==> config.mk <==
export PLATFORM = sky130hd
export DESIGN_NAME = hazard_controller_flat
export DESIGN_NICKNAME = d
export VERILOG_FILES = /design/src/rtl/hazard_if.sv /design/src/rtl/hazard_controller.sv /design/src/flat_wrapper.sv
export SDC_FILE = /design/constraint.sdc
export NUM_CORES = 1
export LEC_CHECK = 0
export ABC_AREA = 1
export CORE_UTILIZATION = 53
export DETAILED_ROUTE_END_ITERATION = 6
export HOLD_SLACK_MARGIN = 0.15
export PLACE_DENSITY = 0.81
export SLEW_MARGIN = 20
export SYNTH_ARGS = -nofsm -noshare
export SYNTH_HDL_FRONTEND = slang
export SYNTH_SLANG_ARGS = --single-unit
==> constraint.sdc <==
create_clock -name clk -period 2.39 [get_ports clk]
set_input_delay 0.478 -clock clk [delete_from_list [all_inputs] [get_ports clk]]
set_output_delay 0.478 -clock clk [all_outputs]
set_load 0.02 [all_outputs]
==> src/rtl/hazard_if.sv <==
// Hazard reports from the core pipeline and the stall/flush/redirect controls returned to it.
interface hazard_if #(
    parameter int unsigned CNT_W = 32
);
    logic             ic_miss;
    logic             dc_miss;
    logic             dec_uses_rs;
    logic [4:0]       dec_rs_addr;
    logic             dec_uses_rt;
    logic [4:0]       dec_rt_addr;
    logic             ex_is_load;
    logic [4:0]       ex_rw_addr;
    logic             ex_mispredict;

    logic             pc_stall;
    logic             pc_redirect;
    logic             i2d_stall;
    logic             i2d_flush;
    logic             d2e_stall;
    logic             d2e_flush;
    logic             e2m_stall;
    logic             e2m_flush;
    logic             m2w_stall;
    logic             m2w_flush;
    logic [CNT_W-1:0] stall_cycles;
    logic [CNT_W-1:0] flush_events;
    logic [CNT_W-1:0] load_use_events;
    logic             hang_err;

    // Core side: reports hazards, consumes controls.
    modport master (
        output ic_miss, dc_miss, dec_uses_rs, dec_rs_addr, dec_uses_rt, dec_rt_addr,
               ex_is_load, ex_rw_addr, ex_mispredict,
        input  pc_stall, pc_redirect, i2d_stall, i2d_flush, d2e_stall, d2e_flush,
               e2m_stall, e2m_flush, m2w_stall, m2w_flush,
               stall_cycles, flush_events, load_use_events, hang_err
    );

    // Controller side.
    modport slave (
        input  ic_miss, dc_miss, dec_uses_rs, dec_rs_addr, dec_uses_rt, dec_rt_addr,
               ex_is_load, ex_rw_addr, ex_mispredict,
        output pc_stall, pc_redirect, i2d_stall, i2d_flush, d2e_stall, d2e_flush,
               e2m_stall, e2m_flush, m2w_stall, m2w_flush,
               stall_cycles, flush_events, load_use_events, hang_err
    );
endinterface

==> src/rtl/hazard_controller.sv <==
// Fixed-priority hazard resolution for the five-stage core: stall/flush pairs, PC hold/redirect,
// one-shot redirect latch, saturating perf counters and a d-miss watchdog.
module hazard_controller #(
    parameter int unsigned CNT_W        = 32,
    parameter int unsigned MISS_TIMEOUT = 1024
) (
    input logic     clk,
    input logic     rst_n,
    hazard_if.slave hz
);

    localparam int unsigned MW = $clog2(MISS_TIMEOUT + 1);
    localparam logic [MW-1:0] MISS_LAST = MW'(MISS_TIMEOUT - 1);

    typedef enum logic {
        RUN   = 1'b0,
        ARMED = 1'b1
    } state_t;

    state_t           state;
    state_t           state_nxt;
    logic [CNT_W-1:0] stall_cnt;
    logic [CNT_W-1:0] flush_cnt;
    logic [CNT_W-1:0] lu_cnt;
    logic [MW-1:0]    miss_run;
    logic             hang_q;

    logic load_use_c;
    logic redirect_c;
    logic lu_take_c;
    logic hang_set_c;

    // Hazard classification; $zero never carries a dependency.
    assign load_use_c = hz.ex_is_load && (hz.ex_rw_addr != 5'd0) &&
                        ((hz.dec_uses_rs && (hz.dec_rs_addr == hz.ex_rw_addr)) ||
                         (hz.dec_uses_rt && (hz.dec_rt_addr == hz.ex_rw_addr)));
    assign redirect_c = !hz.dc_miss && hz.ex_mispredict && (state == RUN);
    assign lu_take_c  = !hz.dc_miss && !redirect_c && load_use_c;
    assign hang_set_c = hz.dc_miss && (miss_run == MISS_LAST);

    // State register
    always_ff @(posedge clk) begin
        if (!rst_n) state <= RUN;
        else        state <= state_nxt;
    end

    // Next state: ARMED suppresses re-firing until the branch leaves EX
    always_comb begin
        state_nxt = state;
        case (state)
            RUN:     if (redirect_c)        state_nxt = ARMED;
            ARMED:   if (!hz.ex_mispredict) state_nxt = RUN;
            default:                        state_nxt = RUN;
        endcase
    end

    // Output decode, highest priority first
    always_comb begin
        hz.pc_stall    = 1'b0;
        hz.pc_redirect = 1'b0;
        hz.i2d_stall   = 1'b0;
        hz.i2d_flush   = 1'b0;
        hz.d2e_stall   = 1'b0;
        hz.d2e_flush   = 1'b0;
        hz.e2m_stall   = 1'b0;
        hz.e2m_flush   = 1'b0;
        hz.m2w_stall   = 1'b0;
        hz.m2w_flush   = 1'b0;
        if (hz.dc_miss) begin
            hz.pc_stall  = 1'b1;
            hz.i2d_stall = 1'b1;
            hz.d2e_stall = 1'b1;
            hz.e2m_stall = 1'b1;
            hz.m2w_flush = 1'b1;
        end else if (redirect_c) begin
            hz.pc_redirect = 1'b1;
            hz.i2d_flush   = 1'b1;
            hz.d2e_flush   = 1'b1;
        end else if (lu_take_c) begin
            hz.pc_stall  = 1'b1;
            hz.i2d_stall = 1'b1;
            hz.d2e_flush = 1'b1;
        end else if (hz.ic_miss) begin
            hz.pc_stall  = 1'b1;
            hz.i2d_flush = 1'b1;
        end
    end

    // Saturating perf counters and d-miss watchdog
    always_ff @(posedge clk) begin
        if (!rst_n) begin
            stall_cnt <= '0;
            flush_cnt <= '0;
            lu_cnt    <= '0;
            miss_run  <= '0;
            hang_q    <= 1'b0;
        end else begin
            if (hz.pc_stall && (stall_cnt != '1))    stall_cnt <= stall_cnt + CNT_W'(1);
            if (hz.pc_redirect && (flush_cnt != '1)) flush_cnt <= flush_cnt + CNT_W'(1);
            if (lu_take_c && (lu_cnt != '1))         lu_cnt    <= lu_cnt + CNT_W'(1);
            if (!hz.dc_miss)                         miss_run  <= '0;
            else if (miss_run != '1)                 miss_run  <= miss_run + MW'(1);
            if (hang_set_c)                          hang_q    <= 1'b1;
        end
    end

    assign hz.stall_cycles    = stall_cnt;
    assign hz.flush_events    = flush_cnt;
    assign hz.load_use_events = lu_cnt;
    assign hz.hang_err        = hang_q | hang_set_c;

endmodule

==> src/flat_wrapper.sv <==
// flat-port wrapper written by rule: the top's interface ports become plain ports
module hazard_controller_flat 
#(
    parameter int unsigned CNT_W        = 32,
    parameter int unsigned MISS_TIMEOUT = 1024
)
  (clk, rst_n, hz_ic_miss, hz_dc_miss, hz_dec_uses_rs, hz_dec_rs_addr, hz_dec_uses_rt, hz_dec_rt_addr, hz_ex_is_load, hz_ex_rw_addr, hz_ex_mispredict, hz_pc_stall, hz_pc_redirect, hz_i2d_stall, hz_i2d_flush, hz_d2e_stall, hz_d2e_flush, hz_e2m_stall, hz_e2m_flush, hz_m2w_stall, hz_m2w_flush, hz_stall_cycles, hz_flush_events, hz_load_use_events, hz_hang_err);
  hazard_if #(.CNT_W(CNT_W)) hz_i ();
  input logic clk;
  input logic rst_n;
  input wire logic [$bits(hz_i.ic_miss)-1:0] hz_ic_miss;
  input wire logic [$bits(hz_i.dc_miss)-1:0] hz_dc_miss;
  input wire logic [$bits(hz_i.dec_uses_rs)-1:0] hz_dec_uses_rs;
  input wire logic [$bits(hz_i.dec_rs_addr)-1:0] hz_dec_rs_addr;
  input wire logic [$bits(hz_i.dec_uses_rt)-1:0] hz_dec_uses_rt;
  input wire logic [$bits(hz_i.dec_rt_addr)-1:0] hz_dec_rt_addr;
  input wire logic [$bits(hz_i.ex_is_load)-1:0] hz_ex_is_load;
  input wire logic [$bits(hz_i.ex_rw_addr)-1:0] hz_ex_rw_addr;
  input wire logic [$bits(hz_i.ex_mispredict)-1:0] hz_ex_mispredict;
  output wire logic [$bits(hz_i.pc_stall)-1:0] hz_pc_stall;
  output wire logic [$bits(hz_i.pc_redirect)-1:0] hz_pc_redirect;
  output wire logic [$bits(hz_i.i2d_stall)-1:0] hz_i2d_stall;
  output wire logic [$bits(hz_i.i2d_flush)-1:0] hz_i2d_flush;
  output wire logic [$bits(hz_i.d2e_stall)-1:0] hz_d2e_stall;
  output wire logic [$bits(hz_i.d2e_flush)-1:0] hz_d2e_flush;
  output wire logic [$bits(hz_i.e2m_stall)-1:0] hz_e2m_stall;
  output wire logic [$bits(hz_i.e2m_flush)-1:0] hz_e2m_flush;
  output wire logic [$bits(hz_i.m2w_stall)-1:0] hz_m2w_stall;
  output wire logic [$bits(hz_i.m2w_flush)-1:0] hz_m2w_flush;
  output wire logic [$bits(hz_i.stall_cycles)-1:0] hz_stall_cycles;
  output wire logic [$bits(hz_i.flush_events)-1:0] hz_flush_events;
  output wire logic [$bits(hz_i.load_use_events)-1:0] hz_load_use_events;
  output wire logic [$bits(hz_i.hang_err)-1:0] hz_hang_err;
  assign hz_i.ic_miss = hz_ic_miss;
  assign hz_i.dc_miss = hz_dc_miss;
  assign hz_i.dec_uses_rs = hz_dec_uses_rs;
  assign hz_i.dec_rs_addr = hz_dec_rs_addr;
  assign hz_i.dec_uses_rt = hz_dec_uses_rt;
  assign hz_i.dec_rt_addr = hz_dec_rt_addr;
  assign hz_i.ex_is_load = hz_ex_is_load;
  assign hz_i.ex_rw_addr = hz_ex_rw_addr;
  assign hz_i.ex_mispredict = hz_ex_mispredict;
  assign hz_pc_stall = hz_i.pc_stall;
  assign hz_pc_redirect = hz_i.pc_redirect;
  assign hz_i2d_stall = hz_i.i2d_stall;
  assign hz_i2d_flush = hz_i.i2d_flush;
  assign hz_d2e_stall = hz_i.d2e_stall;
  assign hz_d2e_flush = hz_i.d2e_flush;
  assign hz_e2m_stall = hz_i.e2m_stall;
  assign hz_e2m_flush = hz_i.e2m_flush;
  assign hz_m2w_stall = hz_i.m2w_stall;
  assign hz_m2w_flush = hz_i.m2w_flush;
  assign hz_stall_cycles = hz_i.stall_cycles;
  assign hz_flush_events = hz_i.flush_events;
  assign hz_load_use_events = hz_i.load_use_events;
  assign hz_hang_err = hz_i.hang_err;
  hazard_controller #(.CNT_W(CNT_W), .MISS_TIMEOUT(MISS_TIMEOUT)) u_core (.clk(clk), .rst_n(rst_n), .hz(hz_i));
endmodule
# After elaboration in Yosys (flattened, before gate mapping)
# Cells that the tools add are included.
# totals
word_cells	53
memories	0
reg_bits	109
inputBits	23
out_inout_bits	107
romBits	0
latchBits	0
ramBits	0
# classes
n_mul	0
shift	0
reduce_logical	17
n_lt_le_gt_ge	0
div	0
muxes	17
eq_ne	7
addsub	4
bitwise	2
# op_table
op	count
$add 32x1->32 const B	3
$ne 32x32->1 const B	3
$mux 1	16
$logic_and 1x1->1	12
$add 11x1->11 const B	1
$eq 11x10->1 const B	1
$ne 11x11->1 const B	1
$eq 5x5->1	2
$reduce_bool 5->1	1
$logic_not 1->1	2
$pmux 1 s2	1
$reduce_and 2->1	1
$logic_or 1x1->1	1
$not 1->1	1
$or 1x1->1	1

# Depth between registers and ports, before layout
# depth
ltp_word	10
depth_mapped	13
ltp_nobuf	13

# Worst setup path after synthesis
# No wires, ideal clock.
# synth_path
path_kind	input to output
startpoint	in hz_ex_mispredict
endpoint	out hz_i2d_flush
arrival_time_ns	1.639
path_stages	6
required_time_ns	1.912
n_path_buf	2
slack_ns	0.273
path_cell_list	nand2_1 -> nor2_2 -> inv_1 -> buf_2 -> buf_1 -> o21ai_0
# synth_between
elab_chain_len	8
# synth_lines
element	line_no	rtl
from (decl)	flat_wrapper.sv:19	input wire logic [$bits(hz_i.ex_mispredict)-1:0] hz_ex_mispredict;
$logic_and 1x1->1 (*) (2 in a row)	hazard_controller.sv:37	assign redirect_c = !hz.dc_miss && hz.ex_mispredict && (state == RUN);
$logic_not 1->1	hazard_controller.sv:38	assign lu_take_c = !hz.dc_miss && !redirect_c && load_use_c;
$logic_and 1x1->1 (2 in a row)	hazard_controller.sv:38	
$mux 1	hazard_controller.sv:79	end else if (lu_take_c) begin
$mux 1 (*)	hazard_controller.sv:75	end else if (redirect_c) begin
$mux 1 (*)	hazard_controller.sv:69	if (hz.dc_miss) begin
to (decl)	flat_wrapper.sv:23	output wire logic [$bits(hz_i.i2d_flush)-1:0] hz_i2d_flush;
# Every way passes the cells marked *; elsewhere a longest branch is shown, timed or not.

# Final worst setup path
# layout_path
startpoint	in hz_dc_miss
endpoint	out hz_e2m_stall
# layout_between
elab_chain_len	1
# layout_lines
element	line_no	rtl
from (decl)	flat_wrapper.sv:12	input wire logic [$bits(hz_i.dc_miss)-1:0] hz_dc_miss;
$mux 1	hazard_controller.sv:69	
to (decl)	flat_wrapper.sv:26	output wire logic [$bits(hz_i.e2m_stall)-1:0] hz_e2m_stall;
# No other way between the ends.

==> flow_metrics.py <==
metrics = {
    "placed_design": {
        "place_congestion": 0.9062,
        "placed_cells": 1411,
        "placed_area_mm2": 0.008384,
        "pre_cts_slack_ns": -0.4695,
        "portBuffers": 127,
        "dp_hpwl_um": 13090,
    },
    "global_routing": {
        "gr-total-overflow": 0,
        "grt_max_degree": 53,
        "antenna_found_initial": 0,
        "first_global_vias": 6283,
        "grt_use_total": 0.2670,
        "grt_pass1_wl_um": 28810,
    },
    "worst_setup_path": {
        "worstSetupEndpoint": "hz_e2m_stall",
        "cp_num_cells": 3,
        "critical_path.top_delay_family": "buffers and inverters",
        "cp-startpoint": "hz_dc_miss",
        "required_ns": 1.91,
        "worstSetupPathType": "in2out",
        "cp_num_buf_inv": 3,
        "cp.arrival_ns": 1.83,
        "r2r.worst_path.cells": 10,
        "reg2reg_slack_ns": 0.26,
        "startpoint_type": "input pin",
        "r2r-start": "u_core.hz.flush_events[0]",
        "cp_cell_sequence": "clkdlybuf4s50_1 -> buf_4 -> clkdlybuf4s50_1",
        "path_common_cell": "clkdlybuf4s50_1",
        "cp-end-kind": "primary output",
        "critPathMaxStageDelay_ns": 0.62,
        "crit_slowest_cell": "clkdlybuf4s50_1",
        "worstPathMaxFanout": 5,
        "reg2reg_to": "u_core.hz.flush_events[11]",
    },
    "drt": {
        "vias_per_cell": 5.119,
        "wl_per_cell_um": 12.50,
        "initialDrtViolationCount": 430,
        "num_vias": 7310,
        "drc": 0,
        "antenna_left": 0,
        "dr.pass1.iters": 6,
        "wl_um": 17840,
    },
    "sta": {
        "fin_ws_ns": 0.07840,
        "period_share": 0.9672,
        "fmax_mhz": 432.6,
        "rsz0062_at_grt": "true",
        "slew_headroom": 0.4109,
        "worstMarginPinSlew_ns": 0.8824,
        "tns_ns": 0,
        "final-setup-viol-count": 0,
        "skew_ns": 0.01009,
        "hold_violations": 0,
        "maxSlewViolCount": 0,
        "fin_crit_ns": 2.312,
    },
    "finish": {
        "final_nets": 1279,
        "diodes": 0,
        "stdcell_count": 1428,
        "final_cell_mix": "330 x nand2_1, 173 x nor2_1, 137 x inv_1",
        "drive_above_1_share": 0.08678,
        "syn_to_final_growth_pct": 25.38,
        "final_area_mm2": 0.008708,
        "final_common_cell": "nand2_1",
    },
    "power_and_ir_drop": {
        "power_w": 0.003606,
        "leakage_nw": 3.348,
        "p_sw_w": 0.0009095,
        "p_sw_frac": 0.2522,
        "pwr-share-comb": 0.091,
        "p_clk_frac": 0.396,
        "peakVddDrop_mv": 0.3363,
        "p_int_w": 0.002697,
        "pwr-share-seq": 0.513,
        "power_density_mw_per_mm2": 414.1,
    },
    "synthesis": {
        "synth_compound_area_frac": 0.06810,
        "async_reset_ff_frac": 0,
        "synth_top_family_by_area": "simple AND/OR/NAND/NOR gates",
        "synthesis.area_mm2": 0.006945,
        "synth_xor_area_frac": 0.04540,
        "synthSimpleGateAreaFrac": 0.4478,
        "yosysSeqAreaShare": 0.3142,
        "synthAdderAreaFrac": 0.007206,
        "synth_top_area_frac": 0.3142,
        "muxShareOfSynthArea": 0,
        "yosys_warnings": 0,
        "synth_top_area_cell": "dfxtp_1",
        "yosysUniqueCellTypes": 45,
        "syn_inst": 1125,
        "ys_ff_latch": 109,
        "synth_top_flop_cell": "dfxtp_1",
        "synth_edf_count": 0,
        "synth_area_leaders": "dfxtp_1 31%, nand2_1 18%, nor2_1 9.4%",
        "avgSynthCellArea_um2": 6.174,
    },
    "clock_tree": {
        "clk_pin_slew_worst_paths_ns": 0.07,
        "cts_tree": "done",
        "clockBufferDepth": 2,
        "insertion_delay_ns": 0.36,
        "clock-root-buffer": "clkbuf_16",
        "numCtsBuffers": 9,
        "clock_sinks": 109,
        "h-tree-depth": 3,
        "postCtsHoldBufs": 0,
    },
    "floorplan": {
        "row_count": 41,
        "die-width_um": 116.5,
        "ioPinCount": 130,
        "core_mm2": 0.01272,
        "die_h_um": 116.5,
        "die_area_mm2": 0.01357,
        "initial_utilization": 0.5459,
    },
    "worst_hold_path": {
        "min_path_type": "reg2reg",
    },
    "flow_run": {
        "cap_violations": 0,
    },
    "status": {
        "status": "finished, final reports clean",
    },
}
==> worst reg2reg max path: cells and delay by family, from the launching register on <==
family                     cells  cell delay, ns
AOI/OAI and AO/OA              1            0.08
DFF                            1            0.42
and+or+nand+nor                7            1.09
buffers and inverters          1            0.21
adders and majority gates      1            0.20
==> metal layers <==
layer / global-route usage / wire (um)
met2: 0.4458 / 8170
met3: 0.04567 / 1218
met1: 0.3440 / 8113
met4: 0.1009 / 342
met5: 0 / 0
==> per-stage QoR <==
step,hold WS [ns],util
finish,0.4554,0.6845
global route,0.4794,0.6845
CTS,0.4582,0.6796
detailed placement,0.4487,0.6590
global placement,0.4388,0.6590
floorplan,0.4268,-
==> power by group through the flow <==
stage	logic (W)	registers, W	clock network [W]
after floorplan	0.000180	0.00190	0
after global placement	0.000314	0.00189	0
after CTS	0.000316	0.00185	0.00145
after global routing	0.000359	0.00185	0.00152
final	0.000328	0.00185	0.00143
after detailed placement	0.000319	0.00189	0
==> synth_stat cells, types with 6 or more instances <==
master,n
buf_4,8
o21ai_0,24
nand2_2,6
nand4_1,44
nor2_1,174
buf_6,6
inv_2,10
inv_1,140
dfxtp_1,109
buf_2,12
xor2_1,24
nor3_2,8
nand3b_1,6
clkbuf_1,6
a21oi_1,53
nor2_2,7
xnor2_1,12
nor3_1,33
nand2_1,333
nand3_1,64
==> final cells by class <==
cell class	instances	area [um^2]
clock buffer	10	239.0
clock inverter	5	36.28
fill	1193	4014
inverter	152	574.3
multi-input combinational	829	3999
sequential	109	2183
tap	172	215.2
timing repair buffer	151	1461
==> what timing repair did <==
action	CTS	global route
buffers inserted	0	2
pin swaps	0	5
endpoints found under the setup margin	6	12
resized for setup	23	23
==> worst min-delay path by stage <==
stage	startpoint	to	slack (ns)	cells past startpoint
after floorplan	u_core.state	u_core.state	0.43	2
after CTS	u_core.state	u_core.state	0.46	2
after global routing	u_core.miss_run[0]	u_core.miss_run[0]	0.48	1
after detailed placement	u_core.state	u_core.state	0.45	2
final	u_core.state	u_core.state	0.46	2
after global placement	u_core.state	u_core.state	0.44	2
==> state kept, by name (all words and copies together), names as in the netlist <==
signal and cells:
u_core.hz.load_use_events 32, u_core.hz.stall_cycles 32, u_core.hang_q 1, u_core.hz.flush_events 32
u_core.state 1, u_core.miss_run 11
==> kinds of logic after synthesis <==
logic type,Yosys count
XOR/XNOR,36
AND/OR/NAND/NOR,699
AO/OA/AOI/OAI,88
other,1
adder cells (fa/ha/maj),4
buffers and inverters,188
flip-flops,109
Note: power is estimated with default switching activity, not from simulation.
